<file path="src/rtl/mul_div_unit.sv">
// mul_div_unit
//   Iterative RV32M multiply/divide unit feeding the WB_MUL write-back path.
//   A one-cycle start pulse launches a fixed 33-cycle sequence:
//   32 iteration cycles, then one fix-up cycle that applies the sign and
//   selects the result. A DONE cycle follows before the unit is idle again.
//
//   Optional feature macro: RV32M_DIV_EN
//     defined   -> restoring divider, DIV/DIVU/REM/REMU fully supported
//     undefined -> no divide datapath; ops 1xx keep the same timing and
//                  complete with out = 0
//
// Ports
//   clk    in   1   rising-edge clock
//   reset  in   1   synchronous, active-low reset
//   start  in   1   launch request, accepted only in IDLE without kill
//   op     in   3   RV32M funct3
//   a      in  32   rs1 (multiplicand / dividend)
//   b      in  32   rs2 (multiplier / divisor)
//   kill   in   1   abort the in-flight operation
//   busy   out  1   operation in flight
//   valid  out  1   one-cycle completion pulse
//   out    out 32   result, held until the next completion or reset

module mul_div_unit (
  input  logic        clk,
  input  logic        reset,
  input  logic        start,
  input  logic [2:0]  op,
  input  logic [31:0] a,
  input  logic [31:0] b,
  input  logic        kill,
  output logic        busy,
  output logic        valid,
  output logic [31:0] out
);

  typedef enum logic [1:0] {IDLE, ITER, FIX, DONE} state_t;

  state_t      state_reg, state_next;
  logic [5:0]  cnt_reg;
  logic        busy_reg;
  logic        valid_reg;
  logic [31:0] out_reg;

  // Captured operation
  logic [2:0]  op_reg;
  logic        neg_reg;       // sign of product / quotient
  logic [31:0] mcand_reg;     // multiplicand magnitude
  logic [63:0] prod_reg;      // {accumulator, remaining multiplier bits}

  // Launch decode
  logic        accept;
  logic        a_signed, b_signed;
  logic        sa, sb;
  logic [31:0] a_mag, b_mag;

  assign accept   = (state_reg == IDLE) && start && !kill;
  // MULH, MULHSU, DIV, REM treat a as signed; MULHSU leaves b unsigned.
  assign a_signed = (op == 3'b001) || (op == 3'b010) || (op == 3'b100) || (op == 3'b110);
  assign b_signed = (op == 3'b001) || (op == 3'b100) || (op == 3'b110);
  assign sa       = a_signed & a[31];
  assign sb       = b_signed & b[31];
  assign a_mag    = sa ? (~a + 32'd1) : a;
  assign b_mag    = sb ? (~b + 32'd1) : b;

  // Shift-add step: add the multiplicand into the upper half when the
  // current multiplier LSB is set, then shift the whole register right.
  logic [32:0] mul_sum;
  assign mul_sum = {1'b0, prod_reg[63:32]} + (prod_reg[0] ? {1'b0, mcand_reg} : 33'd0);

  logic [63:0] prod_fix;
  logic [31:0] mul_result;
  assign prod_fix   = neg_reg ? (~prod_reg + 64'd1) : prod_reg;
  assign mul_result = (op_reg[1:0] == 2'b00) ? prod_fix[31:0] : prod_fix[63:32];

  logic [31:0] result;

`ifdef RV32M_DIV_EN
  logic        rem_neg_reg;   // remainder takes the dividend's sign
  logic        div_zero_reg;
  logic        ovf_reg;
  logic [31:0] dvsr_reg;
  logic [31:0] rem_reg;
  logic [31:0] quo_reg;       // dividend bits shift out as quotient bits shift in

  logic [32:0] div_shift, div_diff;
  logic        div_ge;
  assign div_shift = {rem_reg, quo_reg[31]};
  assign div_diff  = div_shift - {1'b0, dvsr_reg};
  // A borrow into bit 32 means the trial subtraction went negative.
  assign div_ge    = ~div_diff[32];

  logic [31:0] q_fix, r_fix, div_result;
  assign q_fix = neg_reg ? (~quo_reg + 32'd1) : quo_reg;
  // Divide by zero leaves |a| in the remainder, so restoring its sign gives a.
  assign r_fix = rem_neg_reg ? (~rem_reg + 32'd1) : rem_reg;

  always_comb begin
    div_result = 32'd0;
    if (op_reg[1]) begin
      div_result = ovf_reg ? 32'd0 : r_fix;
    end else if (div_zero_reg) begin
      div_result = 32'hFFFF_FFFF;
    end else if (ovf_reg) begin
      div_result = 32'h8000_0000;
    end else begin
      div_result = q_fix;
    end
  end

  assign result = op_reg[2] ? div_result : mul_result;

  always_ff @(posedge clk) begin
    if (accept) begin
      rem_neg_reg  <= sa;
      div_zero_reg <= (b == 32'd0);
      ovf_reg      <= op[2] && !op[0] && (a == 32'h8000_0000) && (b == 32'hFFFF_FFFF);
      dvsr_reg     <= b_mag;
      rem_reg      <= 32'd0;
      quo_reg      <= a_mag;
    end else if (state_reg == ITER) begin
      rem_reg <= div_ge ? div_diff[31:0] : div_shift[31:0];
      quo_reg <= {quo_reg[30:0], div_ge};
    end
  end
`else
  assign result = op_reg[2] ? 32'd0 : mul_result;
`endif

  // Next-state logic; kill wins over everything outside IDLE.
  always_comb begin
    state_next = state_reg;
    case (state_reg)
      IDLE: if (start && !kill) state_next = ITER;
      ITER: begin
        if (kill)                  state_next = IDLE;
        else if (cnt_reg == 6'd31) state_next = FIX;
      end
      FIX:  state_next = kill ? IDLE : DONE;
      DONE: state_next = IDLE;
      default: state_next = IDLE;
    endcase
  end

  always_ff @(posedge clk) begin
    if (!reset) begin
      state_reg <= IDLE;
      cnt_reg   <= 6'd0;
      busy_reg  <= 1'b0;
      valid_reg <= 1'b0;
      out_reg   <= 32'd0;
    end else begin
      state_reg <= state_next;
      busy_reg  <= (state_next != IDLE);
      valid_reg <= (state_reg == FIX) && !kill;
      if ((state_reg == FIX) && !kill) out_reg <= result;
      if (accept)                      cnt_reg <= 6'd0;
      else if (state_reg == ITER)      cnt_reg <= cnt_reg + 6'd1;
    end
  end

  // Operand capture and multiply iteration; contents only matter once
  // a launch has loaded them, so no reset is needed here.
  always_ff @(posedge clk) begin
    if (accept) begin
      op_reg    <= op;
      neg_reg   <= sa ^ sb;
      mcand_reg <= a_mag;
      prod_reg  <= {32'd0, b_mag};
    end else if (state_reg == ITER) begin
      prod_reg <= {mul_sum, prod_reg[31:1]};
    end
  end

  assign busy  = busy_reg;
  assign valid = valid_reg;
  assign out   = out_reg;

endmodule

</file>
<file path="config.mk">
export PLATFORM = sky130hd
export DESIGN_NAME = mul_div_unit
export DESIGN_NICKNAME = d
export VERILOG_FILES = /design/src/rtl/mul_div_unit.sv
export SDC_FILE = /design/constraint.sdc
export NUM_CORES = 1
export LEC_CHECK = 0
export ABC_AREA = 1
export CAP_MARGIN = 20
export CORE_MARGIN = 3
export CORE_UTILIZATION = 60
export CTS_CLUSTER_SIZE = 30
export DETAILED_ROUTE_END_ITERATION = 10
export PLACE_DENSITY = 0.92
export SYNTH_ARGS = -nofsm -noshare
export SYNTH_HDL_FRONTEND = slang
export SYNTH_SLANG_ARGS = --single-unit
</file>
<file path="constraint.sdc">
create_clock -name clk -period 3.3 [get_ports clk]
set_input_delay 0.66 -clock clk [delete_from_list [all_inputs] [get_ports clk]]
set_output_delay 0.66 -clock clk [all_outputs]
set_load 0.01 [all_outputs]
</file>
==> flow_metrics.tcl <==
set metrics [dict create \
    fin_crit_ns 2.68 \
    grt_max_degree 53 \
    final_cell_mix "477 x nand2_1, 230 x nor2_1, 228 x inv_1, 183 x nand3_1, 106 x o21ai_0" \
    timing.slew.headroom_pct 46.7 \
    dieArea_sq_mm 0.0213 \
    clockBufferDepth 2 \
    hold_class "flip-flop to flip-flop" \
    wire_per_inst_um 16.7 \
    rsz0062_at_grt "false" \
    critPathArrivalTime_ns 3.02 \
    outcome "complete, no violations" \
    yosysSeqAreaShare_pct 30.0 \
    cap_violations 0 \
    hold_viol_final 0 \
    die_h_um 146 \
    drv_slew 0 \
    firstDrtPassIters 6 \
    cts_hold_buf 0 \
    cts_resized 0 \
    setup_violations 0 \
    clk_latency_ns 0.43 \
    crit_type "flip-flop to flip-flop" \
    initial_core_util_pct 62.0 \
    ys_async_sr_fraction_pct 0 \
    ys_types 52 \
    final_net_count 2027 \
    tns_ns 0 \
    antenna_found_initial 0 \
    fmax_ghz 0.373 \
    leakage_nw 6.17 \
    p_per_area_mw_per_mm2 428 \
    mostFrequentLayoutCell "nand2_1" \
    wl_um 36700 \
    num_rows 50 \
    cp-end-kind "flip-flop" \
    postSynthCellCount 1831 \
    synthSimpleGateAreaFrac_pct 38.2 \
    grt_usage_pct 33.9 \
    ys_warn_count 0 \
    skew_ns 0.0101 \
    yosys.area_share.adder_pct 4.00 \
    drive_gt1_share_pct 6.42 \
    syn-num-nets 1939 \
    cts_tree "built" \
    die_x_um 146 \
    drc 0 \
    post_cts_buffers 0 \
    fin_util_pct 71.7 \
    io_pins 105 \
    ir_worst_vdd_mv 0.418 \
    start_kind "flip-flop" \
    overflow 0 \
    ant_nets 0 \
    htreeDepth 4 \
    core_sq_mm 0.0190 \
    ctsRootBufferMaster "clkbuf_16" \
    synth_compound_area_share_pct 13.4 \
    synth_edf_count 68 \
    grt_pass1_vias 11611 \
    synth_top_family_by_area "simple AND/OR/NAND/NOR gates" \
    dp.final_hpwl_um 28800 \
    critPathMaxFanout 31 \
    yosys.area_share.xor_xnor_pct 4.84 \
    areaGrowthSynthToFinish_pct 15.5 \
    synth.area.mux_share_pct 0 \
    fin_area_sq_mm 0.0136 \
    worstMarginPinSlew_ns 0.798 \
    synth_top_flop_cell "dfxtp_1" \
    finalCritPeriodShare_pct 81.3 \
    numCtsBuffers 17 \
    ys_ff_latch 142 \
    synthesis.area_sq_mm 0.0118 \
    cp.required_ns 3.64 \
    largest_reg_flops 64 \
    place_congestion 1.03 \
    path_clk_slew_ns 0.07 \
    drt-initial-drc-count 1483 \
    grt_first_pass_wirelength_um 58900 \
    totalPowerFinal_w 0.00581 \
    diodes 0 \
    post_dp_cell_area_sq_mm 0.0130 \
    syn_avg_cell_area_sq_um 6.42 \
    clkSinkCount 142 \
    port_buffers 104 \
    via_per_inst 5.87 \
    via_count 12871 \
]
Yosys cell counts (3+ instances only):
master / count / area [sq um]
nand3_2: 4 / 40.0
or2_2: 3 / 18.8
clkbuf_1: 33 / 124
buf_2: 14 / 70.1
a21oi_2: 4 / 35.0
o211ai_1: 20 / 150
nand4_1: 31 / 194
dfxtp_1: 74 / 1480
inv_1: 229 / 860
o21ai_0: 106 / 531
nor2_1: 231 / 867
nor3_1: 25 / 125
a21oi_1: 98 / 490
ha_1: 36 / 450
buf_6: 3 / 33.8
edfxtp_1: 68 / 2040
o21ai_1: 12 / 60.1
nand2_1: 477 / 1790
inv_2: 6 / 22.5
nand2_2: 9 / 56.3
a21o_1: 4 / 30.0
xor2_1: 50 / 438
nor4_1: 4 / 25.0
nor2_4: 6 / 67.6
nor2_2: 20 / 125
o21bai_1: 8 / 60.1
o21ai_2: 5 / 43.8
a31oi_1: 14 / 87.6
nand3b_1: 7 / 52.6
nand3_1: 184 / 921
xnor2_1: 15 / 131
path summary, 6_finish.rpt:
path	start	to	slack, ns	cells after the start
worst max-delay path	prod_reg[0]	prod_reg[53]	0.62	18
worst min-delay path	out[23]	out[23]	0.46	2
worst max register to register	prod_reg[0]	prod_reg[53]	0.62	18
worst min register to register	out[23]	out[23]	0.46	2
report_power, final:
group	switching (W)	internal [W]
Combinational	0.00115	0.000599
Clock	0.000833	0.000984
Sequential	0.000227	0.00202
Total	0.00221	0.00360
layer usage:
layer | wire, um | track usage, % | vias up
li1 | - | - | 6183
met1 | 15200 | 46.7 | 5834
met5 | 0 | 0 | -
met3 | 3940 | 7.10 | 103
met4 | 1260 | 12.2 | 0
met2 | 16200 | 53.0 | 751
critical path: stages (launching register included):
cell and delay (ns):
edfxtp_1 0.43, buf_4 0.25, nand2_1 0.10, inv_1 0.07
fa_1 0.48, nand3_1 0.12, nand2_1 0.15, nand2_1 0.10
nand2_1 0.07, nand2_1 0.08, nand2_1 0.12, nand2_1 0.11
nand2_1 0.09, nand2_1 0.10, nand2_1 0.06, nand2_1 0.06
nand3_1 0.06, nand2_1 0.08, inv_1 0.03
cell families (layout without fill, tap and decap cells):
group	after synthesis	count (layout)
AND/OR/NAND/NOR	1017	1017
buffers and inverters	290	391
flip-flops	142	142
adder cells (fa/ha/maj)	37	37
AO/OA/AOI/OAI	280	280
XOR/XNOR	65	65
final cells by class:
type	instances	area, sq um
Fill cell	1619	5370
Clock inverter	15	121
Clock buffer	17	425
Multi-Input combinational cell	1399	7110
Sequential cell	142	3520
Timing Repair Buffer	121	1180
Tap cell	260	325
Inverter	238	895
stage by stage:
| step | setup slack (ns) | hold WS [ns] | instances |
|---|---|---|---|
| after floorplan | 0.452 | 0.448 | 1831 |
| after global placement | 0.474 | 0.452 | 2160 |
| after detailed placement | 0.362 | 0.456 | 2160 |
| after CTS | 0.658 | 0.466 | 2192 |
| after global routing | 0.421 | 0.480 | 2192 |
| final | 0.618 | 0.463 | 2192 |
(Power assumes the default switching activity.)
